**src/rtl/gat_feat_streamer.sv**
```systemverilog
// Streams the GAT new-feature BRAM out over AXI-Stream once gat_ready rises.
// Optional macro GAT_FEAT_STREAM_STALL_CNT_EN adds a saturating stall_cnt output.
module gat_feat_streamer #(
    parameter int DATA_WIDTH        = 8,
    parameter int NUM_SUBGRAPHS     = 2708,
    parameter int NUM_FEATURE_OUT   = 16,
    parameter int NEW_FEATURE_DEPTH = NUM_SUBGRAPHS * NUM_FEATURE_OUT,
    parameter int ADDR_W            = $clog2(NEW_FEATURE_DEPTH) + 2
) (
    input  logic              clk,
    input  logic              rst_n,
    input  logic              gat_ready,
    output logic [ADDR_W-1:0] feat_bram_addrb,
    input  logic [31:0]       feat_bram_dout,
    output logic [31:0]       m_axis_tdata,
    output logic              m_axis_tvalid,
    input  logic              m_axis_tready,
    output logic              m_axis_tlast,
    output logic              busy,
    output logic              done
`ifdef GAT_FEAT_STREAM_STALL_CNT_EN
    ,
    output logic [31:0]       stall_cnt
`endif
);

    localparam int IDX_W = ADDR_W - 2;
    localparam logic [IDX_W-1:0] LAST_IDX = IDX_W'(NEW_FEATURE_DEPTH - 1);

    typedef enum logic {IDLE = 1'b0, RUN = 1'b1} state_e;

    state_e            state_q, state_d;
    logic              gat_ready_q, armed_q, armed_d;
    logic [IDX_W-1:0]  rd_idx_q, rd_idx_d;
    logic              issued_all_q, issued_all_d;
    logic              inflight_q, inflight_d;
    logic              inflight_last_q, inflight_last_d;
    logic              done_q, done_d;
    logic [1:0]        cnt_q, cnt_d;
    logic [31:0]       data0_q, data0_d, data1_q, data1_d;
    logic              last0_q, last0_d, last1_q, last1_d;

    logic        pop_s, push_s, rise_s, issue_s, at_last_s;
    logic [1:0]  occ_s;
    logic [31:0] sext_s;
    logic        unused_dout_s;

    assign m_axis_tvalid   = (cnt_q != 2'd0);
    assign m_axis_tdata    = data0_q;
    assign m_axis_tlast    = m_axis_tvalid & last0_q;
    assign feat_bram_addrb = {rd_idx_q, 2'b00};
    assign busy            = (state_q == RUN);
    assign done            = done_q;

    // armed_q only sets after gat_ready is seen low, so a level held through reset never starts a run
    assign armed_d   = armed_q | ~gat_ready;
    assign rise_s    = gat_ready & ~gat_ready_q & armed_q;
    assign pop_s     = m_axis_tvalid & m_axis_tready;
    assign push_s    = inflight_q;
    assign occ_s     = cnt_q + {1'b0, inflight_q} - {1'b0, pop_s};
    assign at_last_s = (rd_idx_q == LAST_IDX);
    assign issue_s   = (state_q == RUN) & ~issued_all_q & (occ_s < 2'd2);
    assign sext_s    = {{(32-DATA_WIDTH){feat_bram_dout[DATA_WIDTH-1]}}, feat_bram_dout[DATA_WIDTH-1:0]};
    assign unused_dout_s = ^feat_bram_dout[31:DATA_WIDTH];

    // FSM next state, read issue and index advance (index parks on the last element)
    always_comb begin
        state_d         = state_q;
        rd_idx_d        = rd_idx_q;
        issued_all_d    = issued_all_q;
        done_d          = 1'b0;
        inflight_d      = issue_s;
        inflight_last_d = issue_s & at_last_s;
        case (state_q)
            IDLE: begin
                if (rise_s) begin
                    state_d      = RUN;
                    rd_idx_d     = '0;
                    issued_all_d = 1'b0;
                end else begin
                    state_d = IDLE;
                end
            end
            RUN: begin
                if (issue_s) begin
                    if (at_last_s) begin
                        issued_all_d = 1'b1;
                    end else begin
                        rd_idx_d = rd_idx_q + IDX_W'(1);
                    end
                end else begin
                    rd_idx_d = rd_idx_q;
                end
                if (pop_s && last0_q) begin
                    state_d = IDLE;
                    done_d  = 1'b1;
                end else begin
                    state_d = RUN;
                end
            end
            default: state_d = IDLE;
        endcase
    end

    // Two-entry shift FIFO: entry 0 is always the head, so tdata is a plain register
    always_comb begin
        cnt_d   = occ_s;
        data0_d = data0_q;
        data1_d = data1_q;
        last0_d = last0_q;
        last1_d = last1_q;
        case ({push_s, pop_s})
            2'b10: begin
                if (cnt_q == 2'd0) begin
                    data0_d = sext_s;
                    last0_d = inflight_last_q;
                end else begin
                    data1_d = sext_s;
                    last1_d = inflight_last_q;
                end
            end
            2'b01: begin
                data0_d = data1_q;
                last0_d = last1_q;
            end
            2'b11: begin
                if (cnt_q == 2'd1) begin
                    data0_d = sext_s;
                    last0_d = inflight_last_q;
                end else begin
                    data0_d = data1_q;
                    last0_d = last1_q;
                    data1_d = sext_s;
                    last1_d = inflight_last_q;
                end
            end
            default: begin
                cnt_d = occ_s;
            end
        endcase
    end

    // State and datapath registers
    always_ff @(posedge clk or negedge rst_n) begin
        if (!rst_n) begin
            state_q         <= IDLE;
            gat_ready_q     <= 1'b0;
            armed_q         <= 1'b0;
            rd_idx_q        <= '0;
            issued_all_q    <= 1'b0;
            inflight_q      <= 1'b0;
            inflight_last_q <= 1'b0;
            done_q          <= 1'b0;
            cnt_q           <= 2'd0;
            data0_q         <= 32'd0;
            data1_q         <= 32'd0;
            last0_q         <= 1'b0;
            last1_q         <= 1'b0;
        end else begin
            state_q         <= state_d;
            gat_ready_q     <= gat_ready;
            armed_q         <= armed_d;
            rd_idx_q        <= rd_idx_d;
            issued_all_q    <= issued_all_d;
            inflight_q      <= inflight_d;
            inflight_last_q <= inflight_last_d;
            done_q          <= done_d;
            cnt_q           <= cnt_d;
            data0_q         <= data0_d;
            data1_q         <= data1_d;
            last0_q         <= last0_d;
            last1_q         <= last1_d;
        end
    end

`ifdef GAT_FEAT_STREAM_STALL_CNT_EN
    logic [31:0] stall_q, stall_d;

    // Saturating count of back-pressured cycles, cleared when a run starts
    always_comb begin
        if ((state_q == IDLE) && rise_s) begin
            stall_d = 32'd0;
        end else if ((state_q == RUN) && m_axis_tvalid && !m_axis_tready
                     && (stall_q != 32'hFFFF_FFFF)) begin
            stall_d = stall_q + 32'd1;
        end else begin
            stall_d = stall_q;
        end
    end

    // Stall counter register
    always_ff @(posedge clk or negedge rst_n) begin
        if (!rst_n) begin
            stall_q <= 32'd0;
        end else begin
            stall_q <= stall_d;
        end
    end

    assign stall_cnt = stall_q;
`endif

endmodule

```
**config.mk**
```make
export PLATFORM = sky130hd
export DESIGN_NAME = gat_feat_streamer
export DESIGN_NICKNAME = d
export VERILOG_FILES = /design/src/rtl/gat_feat_streamer.sv
export SDC_FILE = /design/constraint.sdc
export NUM_CORES = 1
export LEC_CHECK = 0
export CELL_PAD_IN_SITES_DETAIL_PLACEMENT = 1
export CELL_PAD_IN_SITES_GLOBAL_PLACEMENT = 1
export CORE_ASPECT_RATIO = 1.4
export CORE_MARGIN = 1.5
export CORE_UTILIZATION = 32
export CTS_CLUSTER_DIAMETER = 100
export DETAILED_ROUTE_END_ITERATION = 16
export MAX_ROUTING_LAYER = met4
export PLACE_DENSITY = 0.77
export SLEW_MARGIN = 40
export SYNTH_ARGS = -nofsm -noshare
export SYNTH_HDL_FRONTEND = slang
export SYNTH_SLANG_ARGS = --single-unit
```
**constraint.sdc**
```tcl
create_clock -name clk -period 2.2 [get_ports clk]
set_input_delay 0.44 -clock clk [delete_from_list [all_inputs] [get_ports clk]]
set_output_delay 0.44 -clock clk [all_outputs]
set_load 0.01 [all_outputs]
```
==> flow_metrics.tcl <==
set metrics [dict create \
    cp_num_buf_inv 1 \
    grt_pass1_wl_um 8600 \
    min_period_ps 2170 \
    leakage_uw 0.00134 \
    clockPowerShare 0.148 \
    cts.hold.buffers_added 0 \
    drtPass1Iterations 4 \
    seqPwrFrac 0.325 \
    drive_above_1_share 0.211 \
    vias 1790 \
    io_pins 90 \
    final_common_cell "clkdlybuf4s50_1" \
    p_per_area_nw_per_um2 1380 \
    slew_headroom 0.584 \
    io_buffer_count 63 \
    maxCapViolations 0 \
    cts_max_level 2 \
    clk_path_buf_depth 2 \
    hold_viol_final 0 \
    start_util 0.336 \
    ys_seq_area_frac 0.482 \
    synth.avg_cell_area_um2 10.5 \
    setup_slack_ps 32.2 \
    synth_cells 213 \
    nFillCells 766 \
    synth_area_leaders "dfrtp_1 48%, buf_4 8.7%, mux2i_1 5.4%, mux2_2 4.5%, nand2_1 4.2%" \
    cts_sinks 43 \
    cts_inserted_buffers 5 \
    dieHeight_um 102 \
    antenna_found_initial 0 \
    die_width_um 73.6 \
    grt_max_degree 28 \
    final_cell_mix "61 x clkdlybuf4s50_1, 42 x dfrtp_1, 25 x nand2_1" \
    fmax_mhz 461 \
    synth_top_area_share 0.482 \
    syn_to_final_growth_pct 40.5 \
    ff_latch_area_um2 1080 \
    stdcell_count 371 \
    worstMarginPinSlew_ps 623 \
    drtIter0Drc 63 \
    start_kind "flop" \
    routed_wl_um 5440 \
    synth_area_um2 2230 \
    grt_pass1_vias 1841 \
    worst_skew_pair.late_latency_ps 290 \
    wl_per_cell_um 14.7 \
    crit_family "simple AND/OR/NAND/NOR gates" \
    crit_path_end_kind "flop" \
    critical_path.max_fanout 7 \
    synth-edff-count 0 \
    critPathMaxStageDelay_ps 390 \
    power_switching_uw 1560 \
    synth_warnings 0 \
    fin_crit_sh 0.985 \
    core_area_um2 6660 \
    synth_cell_type_count 41 \
    dpl_worst_slack_ps -515 \
    cts_tree "done" \
    status "completed" \
    max-vdd-ir-drop_mv 0.676 \
    synth_seq_cells 43 \
    synthArstFlopShare 1.00 \
    gp_congestion 0.861 \
    clock_skew_ps 8.83 \
    nNetsFinal 316 \
    grt.overflow.total 0 \
    cts_root_buf "clkbuf_8" \
    p_comb_frac 0.526 \
    antenna_left 0 \
    via_per_inst 4.82 \
    grt_usage 0.153 \
    crit_chain "nand2b_1, o21bai_1, ha_2, nand4_1, buf_4, a21bo_4, or3_1, a21oi_2" \
    slew_viol_final 0 \
    ys_dominant_reg_cell "dfrtp_1" \
    internal-power_uw 2760 \
    multi_input_area_um2 980 \
    finalSetupTns_ps 0 \
    rows 35 \
    critical_path_class "flop to flop" \
    sw_frac_of_total 0.361 \
    worstPathArrival_ps 2390 \
    dp_hpwl_um 3840 \
    critical-path-slowest-cell "dfrtp_1" \
    clk_pin_slew_worst_paths_ps 80 \
    setup_viol 0 \
    yosysTopAreaCell "dfrtp_1" \
    dp.cells 359 \
    crit_required_ps 2430 \
    dieArea_um2 7500 \
    antenna_cells 0 \
    hold_path.class "input port to asynchronous set/reset pin" \
    drc 0 \
    grt_setup_unrepaired "true" \
]
[metal layers]
layer | global-route usage | up-vias | routed length [um]
met5 | - | - | 0
met4 | 0.0527 | 0 | 87
met2 | 0.286 | 60 | 2990
met3 | 0.0266 | 9 | 263
met1 | 0.157 | 880 | 2110
li1 | - | 841 | -
[area by class of cell]
| cell class | instances | area share |
|---|---|---|
| flip-flops and latches | 43 | 0.343 |
| multi-input cells | 133 | 0.312 |
| clock inverters | 2 | 0.0112 |
| inverters | 6 | 0.00717 |
| repair buffers | 89 | 0.263 |
| clock buffers | 6 | 0.0263 |
| well taps | 92 | 0.0367 |
[logic make-up after synthesis]
kind of cell	after synthesis	share of synthesized area
simple gates	64	0.141
flops	43	0.482
buf+inv	38	0.111
compound gates	36	0.123
mux	21	0.0991
xor+xnor	8	0.0314
fa+ha+maj	2	0.0112
other cells	1	0.00168
[power by group through the flow]
stage	registers [uW]	clock network (uW)	logic [uW]
after detailed placement	1420	0	2180
after floorplan	1460	0	1190
after global placement	1400	0	2120
after CTS	1410	667	2250
after global routing	1460	703	2460
final	1410	641	2270
[synth_stat cells, types with 2 or more instances]
library cell / instances
nand2b_1: 2
nor2_1: 12
mux2_2: 9
mux2i_1: 12
nand2_1: 25
or3_1: 3
buf_4: 26
inv_1: 6
a2111oi_2: 5
clkbuf_1: 3
and4_1: 2
a21o_1: 2
ha_1: 2
xnor2_1: 8
nand4b_1: 2
dfrtp_1: 43
a211oi_1: 2
nand3_1: 7
o21ai_0: 10
o21ai_1: 5
nand4_1: 4
a21oi_1: 4
[metrics by stage]
step | utilization | hold WS, ps | area [um^2] | power, uW
finish | 0.472 | 157 | 3140 | 4320
global route | 0.472 | 180 | 3140 | 4620
CTS | 0.466 | 164 | 3100 | 4320
detailed placement | 0.438 | 468 | 2920 | 3590
global placement | 0.438 | 449 | 2920 | 3520
floorplan | - | 144 | 2240 | 2650
[state kept, by name (all words and copies together) (netlist names), 2 cells and up]
signal / flops
cnt_q: 2
data1_q: 8
rd_idx_q: 16
m_axis_tdata: 8
[final timing paths]
path                               startpoint                 endpoint  slack [ps]  cells after the start
setup / recovery           cnt_q[0]$_DFF_PN0_  rd_idx_q[5]$_DFFE_PN0P_          30                      8
hold / removal                          rst_n       cnt_q[0]$_DFF_PN0_         160                      1
setup reg to reg           cnt_q[0]$_DFF_PN0_  rd_idx_q[5]$_DFFE_PN0P_          30                      8
hold reg to reg             armed_q$_DFF_PN0_        armed_q$_DFF_PN0_         480                      1
max in group asynchronous               rst_n   data1_q[1]$_DFFE_PN0P_        1440                      2
min in group clk            armed_q$_DFF_PN0_        armed_q$_DFF_PN0_         480                      1
[repair_timing]
| item | in CTS | in global routing |
|---|---|---|
| setup endpoints to repair | 14 | 38 |
| resized for setup | 10 | 4 |
| setup buffers | 0 | 4 |
| cloned | 0 | 0 |
| pin swaps | 4 | 6 |
Note: power is estimated with default switching activity, not from simulation.
